**config.mk**
```make
export PLATFORM = sky130hd
export DESIGN_NAME = accum_ctrl
export DESIGN_NICKNAME = d
export VERILOG_FILES = /design/src/rtl/accum_ctrl.sv
export SDC_FILE = /design/constraint.sdc
export NUM_CORES = 1
export LEC_CHECK = 0
export ABC_AREA = 1
export BUFFER_PORTS_ARGS = -buffer_cell sky130_fd_sc_hd__buf_2
export CAP_MARGIN = 5
export CORE_AREA = 2 2 109 111
export CTS_CLUSTER_SIZE = 24
export DETAILED_ROUTE_END_ITERATION = 7
export DIE_AREA = 0 0 111 113
export PLACE_DENSITY_LB_ADDON = 0.08
export SYNTH_ARGS = -nofsm -noshare
export SYNTH_HDL_FRONTEND = slang
export SYNTH_SLANG_ARGS = --single-unit
```
**constraint.sdc**
```tcl
create_clock -name clk -period 3.04 [get_ports clk]
set_clock_uncertainty 0.2 [all_clocks]
set_input_delay 0.152 -clock clk [delete_from_list [all_inputs] [get_ports clk]]
set_output_delay 0.152 -clock clk [all_outputs]
set_load 0.005 [all_outputs]
```
**src/rtl/accum_ctrl.sv**
```systemverilog
// Job sequencer feeding one accum instance: walks rows x chunks, generates
// address/accumulate/last controls and stalls upstream on read-modify-write hazards.
module accum_ctrl #(
  parameter int DATAW = 32,
  parameter int DEPTH = 512,
  parameter int ADDRW = $clog2(DEPTH),
  parameter int CNTW  = 16
) (
  input  logic             clk,
  input  logic             rst,
  input  logic             i_cfg_valid,
  output logic             o_cfg_ready,
  input  logic [ADDRW:0]   i_cfg_rows,
  input  logic [CNTW-1:0]  i_cfg_chunks,
  input  logic [ADDRW-1:0] i_cfg_base,
  output logic             o_cfg_err,
  input  logic             i_valid,
  input  logic [DATAW-1:0] i_data,
  output logic             o_ready,
  output logic             o_valid,
  output logic [DATAW-1:0] o_data,
  output logic [ADDRW-1:0] o_addr,
  output logic             o_accum,
  output logic             o_last,
  output logic             o_busy,
  output logic             o_done,
  output logic [1:0]       dbg_state
);

  // Handshakes: config is taken on i_cfg_valid && o_cfg_ready, a beat on
  // i_valid && o_ready; neither ready ever looks at its own valid.

  localparam int ROWW = ADDRW + 1;
  localparam logic [ROWW-1:0] DEPTH_R = ROWW'(DEPTH);

  typedef enum logic [1:0] {
    IDLE = 2'd0,
    RUN  = 2'd1,
    DONE = 2'd2
  } state_t;

  state_t state, state_nxt;

  logic [ROWW-1:0]  rows_q;
  logic [CNTW-1:0]  chunks_q;
  logic [ADDRW-1:0] base_q;
  logic [ADDRW-1:0] row;
  logic [CNTW-1:0]  chunk;
  logic             p_valid;
  logic [ADDRW-1:0] p_addr;

  logic             cfg_bad;
  logic             cfg_zero;
  logic [ADDRW-1:0] cand_addr;
  logic             cand_accum;
  logic             hazard;
  logic             row_last;
  logic             chunk_last;
  logic             fire;

  assign cfg_bad    = i_cfg_rows > DEPTH_R;
  assign cfg_zero   = (i_cfg_rows == '0) || (i_cfg_chunks == '0);
  assign cand_addr  = base_q + row;
  assign cand_accum = chunk != '0;
  assign row_last   = {1'b0, row} == (rows_q - ROWW'(1));
  assign chunk_last = chunk == (chunks_q - CNTW'(1));

  // An accumulate beat must not reach the accumulator while an earlier write
  // to the same address is still inside its two-cycle read-modify-write window.
  assign hazard = cand_accum &&
                  ((o_valid && (o_addr == cand_addr)) ||
                   (p_valid && (p_addr == cand_addr)));

  assign o_ready   = (state == RUN) && !hazard;
  assign fire      = i_valid && o_ready;
  assign dbg_state = state;

  always_comb begin
    state_nxt   = state;
    o_cfg_ready = 1'b0;
    o_busy      = 1'b0;
    o_done      = 1'b0;
    case (state)
      IDLE: begin
        o_cfg_ready = 1'b1;
        if (i_cfg_valid && !cfg_bad) begin
          state_nxt = cfg_zero ? DONE : RUN;
        end
      end
      RUN: begin
        o_busy = 1'b1;
        if (fire && row_last && chunk_last) begin
          state_nxt = DONE;
        end
      end
      DONE: begin
        o_done    = 1'b1;
        state_nxt = IDLE;
      end
      default: state_nxt = IDLE;
    endcase
  end

  always_ff @(posedge clk) begin
    if (rst) begin
      state <= IDLE;
    end else begin
      state <= state_nxt;
    end
  end

  always_ff @(posedge clk) begin
    if (rst) begin
      rows_q    <= '0;
      chunks_q  <= '0;
      base_q    <= '0;
      row       <= '0;
      chunk     <= '0;
      o_cfg_err <= 1'b0;
    end else begin
      o_cfg_err <= (state == IDLE) && i_cfg_valid && cfg_bad;
      if ((state == IDLE) && i_cfg_valid && !cfg_bad) begin
        rows_q   <= i_cfg_rows;
        chunks_q <= i_cfg_chunks;
        base_q   <= i_cfg_base;
        row      <= '0;
        chunk    <= '0;
      end else if (fire) begin
        if (row_last) begin
          row   <= '0;
          chunk <= chunk + CNTW'(1);
        end else begin
          row <= row + ADDRW'(1);
        end
      end
    end
  end

  // Beat payload registers hold their last value when no beat is issued.
  always_ff @(posedge clk) begin
    if (rst) begin
      o_valid <= 1'b0;
      o_data  <= '0;
      o_addr  <= '0;
      o_accum <= 1'b0;
      o_last  <= 1'b0;
      p_valid <= 1'b0;
      p_addr  <= '0;
    end else begin
      o_valid <= fire;
      p_valid <= o_valid;
      p_addr  <= o_addr;
      if (fire) begin
        o_data  <= i_data;
        o_addr  <= cand_addr;
        o_accum <= cand_accum;
        o_last  <= chunk_last;
      end
    end
  end

  a_done_single: assert property (@(posedge clk) disable iff (rst) o_done |=> !o_done);
  a_ready_in_run: assert property (@(posedge clk) disable iff (rst) o_ready |-> o_busy);

endmodule
```
==> Word level (Yosys, flattened, before mapping) <==
Cells that the tools add are included.
{ "totals": {"reg_bits": 117, "input_bits": 71, "output_inout_bits": 51, "elab_cells": 58} }
{ "classes": {"add_sub_neg": 5, "order_cmp": 1, "eq_ne": 8, "n_mux": 8, "reduce_logical": 22} }
{ "op_table": {"columns": ["cell", "n"], "rows": [
  ["equality test 9 bit", 2],
  ["adder 16 x 1 -> 16 bit, second input constant", 1],
  ["equality test 16 bit", 1],
  ["zero test 16 bit", 1],
  ["nonzero test 16 bit", 1],
  ["subtractor 16 x 1 -> 16 bit, second input constant", 1],
  ["logical AND 1 bit", 11],
  ["equality test 9 x 10 -> 1 bit", 1],
  ["greater-than comparator 10 bit, second input constant", 1],
  ["zero test 10 bit", 1],
  ["subtractor 10 x 1 -> 10 bit, second input constant", 1],
  ["adder 9 x 1 -> 9 bit, second input constant", 1],
  ["adder 9 bit", 1],
  ["2-to-1 mux 9 bit", 1],
  ["2-to-1 mux 2 bit", 3],
  ["one-hot mux 2 bit (2 select lines)", 1],
  ["AND reduction 2 bit", 2],
  ["2-to-1 mux 1 bit", 3],
  ["equality test 2 x 1 -> 1 bit, second input constant", 1],
  ["equality test 2 bit, second input constant", 1],
  ["zero test 1 bit", 2],
  ["zero test 2 bit", 1],
  ["logical OR 1 bit", 2],
  ["!= test 2 x 1 -> 1 bit, second input constant", 1],
  ["2 further kinds", 2]
]} }

==> Longest topological paths before layout <==
Gate-level depths: netlist of run 1.
{ "logic_depth": {"word_depth": 12, "ltp_mapped": 21, "ltp_nobuf": 20} }

==> Worst setup path after synthesis of run 1 <==
No wires, ideal clock.
{ "synth_timing": {"path_type": "reg2reg", "startpoint": "register row[0]", "endpoint": "register o_accum", "setup_time_ns": 0.116, "arrival_ns": 2.398, "required_time_ns": 2.724, "setup_slack_ns": 0.326, "stages_incl_launch_ff": 19, "n_path_buf": 2, "synth_period_minus_slack_ns": 2.714, "path_cell_list": "dfxtp_1 -> ha_1 -> fa_1 -> nand2_1 -> nand2_2 -> nand4_1 -> nand2_1 -> nand2_1 -> nand2_1 -> nand2_1 -> nand2_1 -> nand3_1 -> nand2_2 -> a21oi_4 -> nand2_2 -> buf_2 -> buf_2 -> nor2_1 -> nor2_1"} }
{ "synth_via": {"elab_chain_len": 8, "word_cells_on_any_way": 10, "classes_between": "1 x add/sub; 2 x eq/ne; 7 x reduce/logical"} }
{ "synth_rtl": {"columns": ["item", "line", "rtl"], "rows": [
  ["from (decl)", "47", "logic [ADDRW-1:0] row;"],
  ["from (signal assigned)", "133", "row <= row + ADDRW'(1);"],
  ["adder 9 bit (*)", "63", "assign cand_addr = base_q + row;"],
  ["equality test 9 bit (on tied branches)", "71, 72", null],
  ["logical AND 1 bit (on tied branches)", "71, 72", null],
  ["logical OR 1 bit (*)", "71", "((o_valid && (o_addr == cand_addr)) ||"],
  ["logical AND 1 bit (*)", "70", "assign hazard = cand_accum &&"],
  ["zero test 1 bit (*)", "74", "assign o_ready = (state == RUN) && !hazard;"],
  ["logical AND 1 bit (*)", "74", null],
  ["logical AND 1 bit (*)", "75", "assign fire = i_valid && o_ready;"],
  ["to (signal assigned)", "156", "o_accum <= cand_accum;"],
  ["to (decl)", "23", "output logic o_accum,"]
]} }
Mark *: on every way between the ends. The rest lies on a longest branch, timed or not.
A chain may end at the register's enable or synchronous reset.

==> Worst setup path after layout of run 1 <==
{ "layout_timing": {"startpoint": "register row[0]", "endpoint": "output o_ready"} }
{ "layout_via": {"elab_chain_len": 7, "word_cells_on_any_way": 9, "classes_between": "1 x add/sub; 2 x eq/ne; 6 x reduce/logical"} }
{ "layout_rtl": {"columns": ["item", "line", "rtl"], "rows": [
  ["adder 9 bit (*)", "63", null],
  ["via cand_addr[1]", "54", "logic [ADDRW-1:0] cand_addr;"],
  ["equality test 9 bit (on tied branches)", "71, 72", null],
  ["logical AND 1 bit (on tied branches)", "71, 72", null],
  ["logical OR 1 bit (*)", "71", null],
  ["logical AND 1 bit (*)", "70", null],
  ["zero test 1 bit (*)", "74", null],
  ["logical AND 1 bit (*)", "74", null],
  ["to (decl)", "19", "output logic o_ready,"]
]} }
Mark *: on every way through the listed nets, which the timed path passes. The rest lies on a longest branch.

==> summary.txt, run 1 <==
Global routing
  • Antenna violations before repair: 1
  • Vias in the first global route: 6589
  • GR Util All Layers: 29.8%
  • First-pass GRT wire length: 30.1 mm
  • Largest net degree at the start of global routing: 46
  • Total grt overflow: 0

Critical path
  • Crit Reg-Reg Startpoint: row[0]
  • CP Max Fanout: 4
  • CP Capture Type: output pin
  • Worst setup endpoint: o_ready
  • Reg2reg end: o_last
  • Critical Path RT: 2.69 ns
  • CP arrival: 2.70 ns
  • R2R cell count: 18
  • Crit Path Class: reg2out
  • Reg2Reg Setup Slack: 0.08 ns
  • Startpoint types: register
  • Crit path from: row[0]

Synth
  • Avg Cell Area, Syn: 6.79 sq um
  • Post-Synth Simple-Gate Area: 33.0%
  • Ys Warns: 0
  • Synth area leaders: dfxtp_1, nand2_1, a21oi_1
  • Post-synth top flop: dfxtp_1
  • Syn Inst Count: 920
  • Share of the synthesized area in the top cell type: 37.5%
  • Post-Synth Adder-Cell Area: 2.92%
  • Synth Area in XOR/XNOR: 6.59%
  • Mux contribution to synthesized area: 0%
  • Compound-Gate Fraction of Synth Area: 11.7%
  • Main combinational cell family by area after synthesis: simple AND/OR/NAND/NOR gates
  • Area leader, netlist: dfxtp_1
  • Sequential-to-total area share from yosys stat: 37.5%
  • Synth unique cells: 36
  • Number of flops mapped to enable cells by yosys: 0
  • Asr flop ratio synth: 0%
  • Mapped cell area: 0.00625 sq mm
  • Flops & latches, synth: 117
  • Syn_nets: 1005

Route
  • DRT iter0 DRCs: 452
  • DRT antenna net count: 0
  • Drt via density: 5.27
  • Total wire length: 18.4 mm
  • DRT Pass-1 Iters: 5
  • DR vias: 6739
  • Wire per inst: 14.4 um
  • Post-route DRC violation count: 0

Cells and area
  • Final Util: 75.0%
  • Area growth syn-to-layout: 35.3%
  • Layout cells sized above 1: 18.1%
  • Non-Filler Instances: 1279
  • Commonest cells after routing, fill and taps aside: nand2_1, buf_2, dfxtp_1
  • NumNets Final: 1207
  • Commonest non-fill, non-tap cell in the layout: nand2_1

Clocking
  • Worst-Skew Late Latency: 0.43 ns
  • Worst-path clk slew: 0.06 ns
  • CTS buffer count: 17
  • Root buffer cell: clkbuf_16
  • CTS tree: done
  • H-tree depth: 4
  • Maximum clock insertion buffer count: 2
  • Sink Count: 117

Die
  • Core area: 0.0113 sq mm
  • Number of top-level pins: 122
  • Initial Utilization: 55.5%
  • Row count: 39
  • Die Y: 113 um
  • Die Area: 0.0125 sq mm
  • Die span in x: 111 um

STA
  • Final Max Slew Viols: 0
  • RSZ-0062 raised after global routing: yes
  • Final hold slack: 0.0925 ns
  • Hold Violations, Final: 0
  • Final period utilization: 100%
  • Slew headroom: 34.6%
  • Final WS setup: -0.0114 ns
  • Fin crit period: 3.05 ns
  • Setup violators final: 1
  • Fmax achieved: 328 MHz
  • Worst-margin pin slew: 0.979 ns

Job
  • Max_cap viols: 0

Power
  • Leakage power: 3.85 nW
  • Maximum vdd drop: 451 uV
  • PwrDens: 519 mW/mm^2
  • Overall Power: 4.39 mW

Outcome
  • Failing checks: setup timing
  • Status: finished with violations

Place
  • Placed Cells: 1172
  • Setup WS pre-CTS: 0.0130 ns
  • Count of input and output buffers: 121
  • Post-DP HPWL: 11.8 mm
  • RD Place Congestion: 0.939

Hold path
  • HP Class: in2reg
## cell families after synthesis
family | after synthesis
AO/OA/AOI/OAI | 140
XOR/XNOR | 47
buffers and inverters | 126
adder cells (fa/ha/maj) | 14
flip-flops | 117
AND/OR/NAND/NOR | 476
## area by class of cell
cell class              count  area, sq um
multi-input cells         677         3430
fillers                   879         2810
flip-flops and latches    117         2350
repair buffers            217         1540
clock buffers              21          460
inverters                  92          350
well taps                 143          179
clock inverters            11          150
diodes                      1         2.50
## metal layers
metal	vias to the layer above	routed length, um	global-route usage (%)
met5	-	0	0
met4	0	713	14.8
met3	66	960	6.91
met2	217	9540	55.0
met1	3050	7180	32.1
li1	3406	-	-
## repair_timing
action,in CTS,in global routing
hold buffers,70,0
resized for setup,6,8
pin swaps,3,4
endpoints found under the setup margin,4,66
buffers inserted,2,2
endpoints found under the hold margin,82,0
gates cloned,0,0
## worst max-delay path: stages (launching register included)
cell	delay, ns
dfxtp_4	0.36
ha_4	0.16
fa_2	0.58
xnor2_1	0.14
o211ai_1	0.12
nor2_1	0.10
nand2_1	0.06
inv_1	0.06
nand2_1	0.05
nor2_1	0.08
nand2_1	0.07
nand2_2	0.13
a21oi_4	0.09
buf_12	0.14
buf_2	0.11
## worst min-delay path by stage
stage	from	endpoint	slack [ns]	cells past startpoint
3_3_place_gp	i_cfg_base[8]	base_q[8]	0.19	3
5_1_grt	rst	p_addr[4]	0.12	3
3_5_place_dp	i_cfg_base[8]	base_q[8]	0.19	3
2_1_floorplan	i_cfg_base[8]	base_q[8]	0.09	2
4_1_cts	rst	p_addr[5]	0.08	3
6_report	rst	p_addr[5]	0.09	3
## flip-flops by register name (all words and copies together), names as in the netlist, 9 cells and up
name,cells
p_addr,9
chunks_q,16
rows_q,10
base_q,9
o_addr,9
row,9
chunk,16
o_data,32
## power by group
group	switching, mW	leakage, nW	total, mW	internal [mW]
sequential	0.0524	0.953	1.65	1.60
combinational	0.365	2.60	0.662	0.298
clock	0.741	0.294	2.07	1.33
## stage by stage
step                TNS [ns]  cell area [sq um]
CTS                        0               8420
global placement           0               7070
finish               -0.0114               8460
detailed placement         0               7070
global route           -2.63               8460
floorplan                  0               6250
## Yosys cell counts, types with 2 or more instances
master    instances
a21oi_1          86
o211ai_1          2
dfxtp_1         117
or2_2             6
inv_1            85
ha_1             13
nor3_1           16
nand2_2           3
clkbuf_1         18
and2_1            2
inv_2             6
a22oi_1           3
buf_2            10
xor2_1           30
nand2_1         217
buf_1             2
xnor2_1          17
nand4_1          26
nand3b_1          5
o21ai_0          45
nor2_1          114
buf_6             4
nor4_1           11
nand3_1          70
Power figures use the tool's default switching activity.
==> run 2, diff against run 1 <==
--- a/config.mk
+++ b/config.mk
@@ -12,7 +12,7 @@
 export CTS_CLUSTER_SIZE = 24
 export DETAILED_ROUTE_END_ITERATION = 7
 export DIE_AREA = 0 0 111 113
-export PLACE_DENSITY_LB_ADDON = 0.08
+export PLACE_DENSITY = 0.8
 export SYNTH_ARGS = -nofsm -noshare
 export SYNTH_HDL_FRONTEND = slang
 export SYNTH_SLANG_ARGS = --single-unit
==> run 2 against run 1 <==
Effect of this change: the run still ends with setup timing left; count of clock-buffer cells in the layout rose by 2; combinational power up 4.1%; global-route usage rose by 0.48 points; critical path depth did not move; final area up 0.64%; via count is 2.1% higher; wire length increased by 6.1%; clock power is 4% lower; sequential cell count did not move; non-clock buffer count up 2; sequential power is essentially flat; critical endpoint unchanged.
==> summary.txt, run 2 (synthesized netlist as in run 1, its figures left out) <==
STA
  • Hold Violations, Final: 0 (unchanged)
  • Final period utilization: 101% (was 100%)
  • Final Max Slew Viols: 0 (unchanged)
  • Setup violators final: 1 (unchanged)
  • Final WS setup: -0.0374 ns (was -0.0114 ns)
  • Fmax achieved: 325 MHz (was 328 MHz)
  • RSZ-0062 raised after global routing: yes (unchanged)
  • Slew headroom: 42.0% (was 34.6%)
  • Worst-margin pin slew: 0.869 ns (was 0.979 ns)
  • Fin crit period: 3.08 ns (was 3.05 ns)

Clocking
  • Worst-Skew Late Latency: 0.41 ns (was 0.43 ns)
  • H-tree depth: 4 (unchanged)
  • Worst-path clk slew: 0.05 ns (was 0.06 ns)
  • Root buffer cell: clkbuf_16 (unchanged)
  • Sink Count: 117 (unchanged)
  • Maximum clock insertion buffer count: 2 (unchanged)
  • CTS buffer count: 17 (unchanged)
  • CTS tree: done (unchanged)

Cells and area
  • Layout cells sized above 1: 18.4% (was 18.1%)
  • Top Registers: o_data (32), chunk (16), chunks_q (16) (unchanged)
  • Fill cells: 796 (was 879)
  • Commonest cells after routing, fill and taps aside: nand2_1, buf_2, dfxtp_1 (unchanged)
  • Largest Register: o_data (unchanged)
  • NumNets Final: 1209 (was 1207)
  • Area growth syn-to-layout: 36.2% (was 35.3%)
  • # diodes: 0 (was 1)
  • Commonest non-fill, non-tap cell in the layout: nand2_1 (unchanged)
  • Largest register FFs: 32 (unchanged)

Hold path
  • Worst hold path depth: 2 (was 3)
  • Hold EP: o_last (was p_addr[5])
  • HP Class: reg2reg (was in2reg)
  • Hold_sp: o_last (was rst)

Die
  • Die span in x: 111 um (unchanged)
  • Die Y: 113 um (unchanged)
  • Row count: 39 (unchanged)
  • Die Area: 0.0125 sq mm (unchanged)
  • Core area: 0.0113 sq mm (unchanged)
  • Initial Utilization: 55.5% (unchanged)
  • Number of top-level pins: 122 (unchanged)

Global routing
  • GR Util All Layers: 30.3% (was 29.8%)
  • Antenna violations before repair: 0 (was 1)
  • Largest net degree at the start of global routing: 38 (was 46)
  • Vias in the first global route: 6687 (was 6589)
  • First-pass GRT wire length: 31.2 mm (was 30.1 mm)
  • Total grt overflow: 0 (unchanged)

Power
  • Overall Power: 4.33 mW (was 4.39 mW)
  • PwrDens: 509 mW/mm^2 (was 519 mW/mm^2)
  • Clk network pwr share: 45.8% (was 47.3%)
  • Maximum vdd drop: 622 uV (was 451 uV)
  • Cell-internal power: 3.19 mW (was 3.23 mW)
  • P_sw: 1.14 mW (was 1.16 mW)
  • Sw frac: 26.3% (was 26.4%)
  • Leakage power: 3.87 nW (was 3.85 nW)
  • Sequential share of power: 38.3% (was 37.7%)
  • Comb power frac: 15.9% (was 15.1%)

Place
  • RD Place Congestion: 0.921 (was 0.939)
  • Post-DP HPWL: 12.2 mm (was 11.8 mm)
  • Count of input and output buffers: 121 (unchanged)
  • Setup WS pre-CTS: 0.0559 ns (was 0.0130 ns)

Route
  • Wire per inst: 15.3 um (was 14.4 um)
  • Highest metal used: met4 (unchanged)
  • DR vias: 6881 (was 6739)
  • DRT antenna net count: 0 (unchanged)
  • Post-route DRC violation count: 0 (unchanged)
  • DRT Pass-1 Iters: 7 (was 5)
  • WL met1: 8.05 mm (was 7.18 mm)
  • DRT iter0 DRCs: 686 (was 452)
  • Met2 routed WL: 9.84 mm (was 9.54 mm)
  • Drt via density: 5.38 (was 5.27)
  • Met3 wire length: 1.14 mm (was 960 um)
  • Total wire length: 19.5 mm (was 18.4 mm)

Critical path
  • Cell Chain, Critical Path: ha_4 -> fa_2 -> xnor2_2 -> nand3_1 -> nor2_1 -> nand2_1 -> inv_1 -> nand2_1 -> nor2_2 -> nand3_2 -> nand2_2 -> a21oi_4 -> buf_8 -> buf_6 (was ha_4 -> fa_2 -> xnor2_1 -> o211ai_1 -> nor2_1 -> nand2_1 -> inv_1 -> nand2_1 -> nor2_1 -> nand2_1 -> nand2_2 -> a21oi_4 -> buf_12 -> buf_2)
  • Crit Reg-Reg Startpoint: base_q[0] (was row[0])
  • CP Capture Type: output pin (unchanged)
  • CP Max Fanout: 3 (was 4)
  • Crit Path Class: reg2out (unchanged)
  • Highest cell delay on the worst timing path: 0.61 ns (was 0.58 ns)
  • CP arrival: 2.73 ns (was 2.70 ns)
  • Startpoint types: register (unchanged)
  • Reg2reg end: o_data[20] (was o_last)
  • Reg2Reg Setup Slack: 0.06 ns (was 0.08 ns)
  • Cell mode on critical path: nand2_1 (unchanged)
  • R2R cell count: 16 (was 18)
  • Critical-path cell with the highest stage delay: fa_2 (unchanged)
  • Critical Path RT: 2.69 ns (about the same)

Job
  • Max_cap viols: 0 (unchanged)

Outcome
  • Status: finished with violations (unchanged)
  • Failing checks: setup timing (unchanged)
-- run 2: timing repair --
| action | in CTS | in global routing |
|---|---|---|
| resized for setup | 9 | 12 |
| endpoints found under the hold margin | 76 | 0 |
| gates cloned | 0 | 1 |
| setup buffers | 5 | 1 |
| pin swaps | 9 | 10 |
| setup endpoints to repair | 1 | 69 |
| hold buffers | 72 | 0 |
-- run 2: worst max path at each step --
stage	start	endpoint	slack [ns]
2_1_floorplan	row[0]	o_accum	0.33
3_3_place_gp	base_q[0]	o_accum	0.19
3_5_place_dp	base_q[0]	row[7]	0.06
4_1_cts	row[0]	o_ready	-0.006
5_1_grt	base_q[0]	o_ready	-0.16
6_report	base_q[0]	o_ready	-0.04
-- run 2: cell type report --
type	count	area (sq um)	area share, %
multi-input cells	677	3460	40.6
inverters	92	348	4.09
flip-flops and latches	117	2340	27.5
well taps	143	179	2.10
clock buffers	23	488	5.73
clock inverters	8	98.8	1.16
repair buffers	219	1590	18.7
-- run 2: stage by stage --
| stage | hold slack (ns) | util, % | setup TNS (ns) | area (sq um) | instances |
|---|---|---|---|---|---|
| 2_1_floorplan | 0.0869 | - | 0 | 6250 | 920 |
| 3_3_place_gp | 0.177 | 62.5 | 0 | 7050 | 1169 |
| 3_5_place_dp | 0.181 | 62.5 | 0 | 7050 | 1169 |
| 4_1_cts | 0.249 | 74.7 | -0.00628 | 8420 | 1277 |
| 5_1_grt | 0.278 | 75.5 | -0.598 | 8510 | 1279 |
| 6_report | 0.246 | 75.5 | -0.0374 | 8510 | 1279 |
-- run 2: per-layer routing --
layer / global-route usage (%) / up-vias
met5: 0 / -
met4: 9.75 / 0
met3: 6.86 / 49
met2: 54.9 / 278
met1: 35.6 / 3155
li1: - / 3399
-- run 2: power groups by stage --
| stage | clock, mW | combinational, mW | sequential, mW |
|---|---|---|---|
| finish | 1.98 | 0.689 | 1.66 |
| global route | 2.07 | 0.763 | 1.66 |
| CTS | 2.00 | 0.658 | 1.65 |
| detailed placement | 0 | 0.571 | 1.68 |
| global placement | 0 | 0.559 | 1.68 |
| floorplan | 0 | 0.397 | 1.67 |
-- run 2: worst max-delay path, delay by kind of cell (launching register included) --
| family | cells | cell delay (ns) |
|---|---|---|
| buf+inv | 3 | 0.30 |
| xor+xnor | 1 | 0.13 |
| compound gates | 1 | 0.09 |
| flops | 1 | 0.33 |
| fa+ha+maj | 2 | 0.77 |
| simple gates | 7 | 0.67 |
==> run 3, diff against run 2 <==
--- a/config.mk
+++ b/config.mk
@@ -8,11 +8,12 @@
 export ABC_AREA = 1
 export BUFFER_PORTS_ARGS = -buffer_cell sky130_fd_sc_hd__buf_2
 export CAP_MARGIN = 5
-export CORE_AREA = 2 2 109 111
+export CORE_AREA = 2 2 110 112
 export CTS_CLUSTER_SIZE = 24
 export DETAILED_ROUTE_END_ITERATION = 7
-export DIE_AREA = 0 0 111 113
-export PLACE_DENSITY = 0.8
+export DIE_AREA = 0 0 112 114
+export PLACE_DENSITY = 0.78
+export RECOVER_POWER = 50
 export SYNTH_ARGS = -nofsm -noshare
 export SYNTH_HDL_FRONTEND = slang
 export SYNTH_SLANG_ARGS = --single-unit
==> run 3 against run 2 <==
Effect of this change: critical path depth unchanged; die area increased by 1.8%; worst setup slack improved by 0.015 ns; critical path type unchanged; total power up 2.1%; largest cell class unchanged; the run still ends with setup timing left; highest routed layer unchanged; combinational power decreased by 3.6%; utilization decreased by 3.5 points.
==> summary.txt, run 3 (synthesized netlist as in run 1, its figures left out) <==
Die
  • Die Area: 0.0128 sq mm (was 0.0125 sq mm)
  • Row count: 40 (was 39)
  • Core area: 0.0117 sq mm (was 0.0113 sq mm)
  • Die span in x: 112 um (was 111 um)
  • Initial Utilization: 53.4% (was 55.5%)
  • Number of top-level pins: 122 (unchanged)
  • Die Y: 114 um (was 113 um)

STA
  • Slew headroom: 47.2% (was 42.0%)
  • Final Max Slew Viols: 0 (unchanged)
  • Final hold slack: 0.258 ns (was 0.246 ns)
  • Fin crit period: 3.06 ns (was 3.08 ns)
  • Hold Violations, Final: 0 (unchanged)
  • Final period utilization: 101% (about the same)
  • Fmax achieved: 327 MHz (was 325 MHz)
  • RSZ-0062 raised after global routing: yes (unchanged)
  • Setup TNS Final: -0.0223 ns (was -0.0374 ns)
  • Final WS setup: -0.0223 ns (was -0.0374 ns)
  • Setup violators final: 1 (unchanged)
  • Worst-margin pin slew: 0.791 ns (was 0.869 ns)

Cells and area
  • Largest Register: o_data (unchanged)
  • NumNets Final: 1205 (was 1209)
  • Reg area: 0.00234 sq mm (unchanged)
  • Commonest cells after routing, fill and taps aside: nand2_1, dfxtp_1, nor2_1 (was nand2_1, buf_2, dfxtp_1)
  • Commonest non-fill, non-tap cell in the layout: nand2_1 (unchanged)
  • Area growth syn-to-layout: 34.9% (was 36.2%)
  • Multi-input gate area: 0.00342 sq mm (was 0.00346 sq mm)
  • # diodes: 0 (unchanged)
  • Final Util: 72.0% (was 75.5%)
  • Final instance area: 0.00843 sq mm (was 0.00851 sq mm)
  • Largest register FFs: 32 (unchanged)
  • Fill cells: 940 (was 796)
  • Top Registers: o_data (32), chunk (16), chunks_q (16) (unchanged)
  • Layout cells sized above 1: 15.5% (was 18.4%)

Clocking
  • Worst-path clk slew: 0.06 ns (was 0.05 ns)
  • Worst-Skew Late Latency: 0.43 ns (was 0.41 ns)
  • Root buffer cell: clkbuf_16 (unchanged)
  • CTS buffer count: 17 (unchanged)
  • Maximum clock insertion buffer count: 2 (unchanged)
  • CTS tree: done (unchanged)
  • H-tree depth: 4 (unchanged)
  • Sink Count: 117 (unchanged)

Power
  • Clk network pwr share: 47.6% (was 45.8%)
  • Sequential share of power: 37.4% (was 38.3%)
  • PwrDens: 524 mW/mm^2 (was 509 mW/mm^2)
  • Sw frac: 27.3% (was 26.3%)
  • Maximum vdd drop: 529 uV (was 622 uV)
  • Cell-internal power: 3.21 mW (was 3.19 mW)
  • Comb power frac: 15.0% (was 15.9%)
  • P_sw: 1.21 mW (was 1.14 mW)
  • Leakage power: 3.73 nW (was 3.87 nW)

Critical path
  • R2R cell count: 17 (was 16)
  • Worst setup endpoint: o_ready (unchanged)
  • Crit Reg-Reg Startpoint: row[0] (was base_q[0])
  • Crit path from: row[0] (was base_q[0])
  • CP Capture Type: output pin (unchanged)
  • Reg2Reg Setup Slack: 0.06 ns (about the same)
  • CP Max Fanout: 3 (unchanged)
  • CP arrival: 2.71 ns (was 2.73 ns)
  • Critical Path RT: 2.69 ns (about the same)
  • Crit Path Class: reg2out (unchanged)
  • Startpoint types: register (unchanged)
  • Reg2reg end: row[0] (was o_data[20])

Route
  • DRT antenna net count: 0 (unchanged)
  • DR vias: 6860 (was 6881)
  • Total wire length: 18.7 mm (was 19.5 mm)
  • DRT Pass-1 Iters: 5 (was 7)
  • DRT iter0 DRCs: 603 (was 686)
  • Drt via density: 5.36 (was 5.38)
  • Wire per inst: 14.6 um (was 15.3 um)
  • Post-route DRC violation count: 0 (unchanged)

Place
  • Setup WS pre-CTS: 0.0970 ns (was 0.0559 ns)
  • Post-DP HPWL: 12.1 mm (was 12.2 mm)
  • Count of input and output buffers: 121 (unchanged)
  • RD Place Congestion: 0.942 (was 0.921)
  • Placed cell areas: 0.00704 sq mm (was 0.00705 sq mm)

Outcome
  • Status: finished with violations (unchanged)
  • Failing checks: setup timing (unchanged)

Job
  • Max_cap viols: 0 (unchanged)

Global routing
  • Antenna violations before repair: 0 (unchanged)
  • Largest net degree at the start of global routing: 45 (was 38)
  • GR Util All Layers: 29.5% (was 30.3%)
  • Vias in the first global route: 6572 (was 6687)
  • First-pass GRT wire length: 30.4 mm (was 31.2 mm)
  • Total grt overflow: 0 (unchanged)

Hold path
  • HP Class: reg2reg (unchanged)
-- run 3: cell count changes in the layout (fill, tap and decap cells not counted), moves of 3 or more --
cell	delta
inv_6	+5
buf_4	-3
buf_2	-27
clkbuf_1	+24
clkbuf_8	-3
-- run 3: area by class of cell --
cell class | instances | area share, %
repair buffers | 215 | 18.1
inverters | 92 | 4.13
clock inverters | 13 | 2.02
flip-flops and latches | 117 | 27.8
clock buffers | 19 | 5.25
multi-input cells | 677 | 40.6
well taps | 147 | 2.18
-- run 3: per-layer routing --
metal,track usage (%),share of wire (%)
met5,0,0
met4,13.4,3.3
met3,6.70,6.4
met2,51.6,49
met1,34.7,41
-- run 3: worst min-delay path by stage --
stage | slack, ns | to | start | cells after the start
2_1_floorplan | 0.09 | base_q[8] | i_cfg_base[8] | 2
3_3_place_gp | 0.18 | base_q[7] | i_cfg_base[7] | 3
3_5_place_dp | 0.19 | base_q[6] | i_cfg_base[6] | 3
4_1_cts | 0.26 | p_valid | o_valid | 2
5_1_grt | 0.28 | o_data[26] | o_data[26] | 2
6_report | 0.26 | o_data[16] | o_data[16] | 2
-- run 3: repair_timing --
item	4_1_cts	5_1_grt
hold buffers	72	0
setup endpoints to repair	1	67
setup buffers	2	2
pin swaps	2	5
gates resized for setup	5	11
hold endpoints to repair	82	0
-- run 3: power groups by stage --
stage | Clock [mW] | Sequential, mW | Combinational (mW)
final | 2.10 | 1.65 | 0.664
after global routing | 2.19 | 1.66 | 0.743
after CTS | 2.11 | 1.65 | 0.650
after detailed placement | 0 | 1.68 | 0.570
after global placement | 0 | 1.68 | 0.559
after floorplan | 0 | 1.67 | 0.397
-- run 3: critical path, cell delays in order, from the launching register on --
cell	delay, ns
dfxtp_2	0.34
ha_4	0.17
fa_2	0.58
xnor2_1	0.13
nand3_1	0.10
nor2_1	0.12
nand2_1	0.07
inv_1	0.06
nand2_1	0.06
nor2_2	0.14
nand3_1	0.10
nand2_2	0.10
a21oi_4	0.08
buf_8	0.14
buf_6	0.10
-- run 3: per-stage QoR --
| step | power (mW) | std cells |
|---|---|---|
| 3_3_place_gp | 2.24 | 1172 |
| 6_report | 4.42 | 1280 |
| 4_1_cts | 4.41 | 1278 |
| 3_5_place_dp | 2.25 | 1172 |
| 5_1_grt | 4.60 | 1280 |
| 2_1_floorplan | 2.07 | 920 |
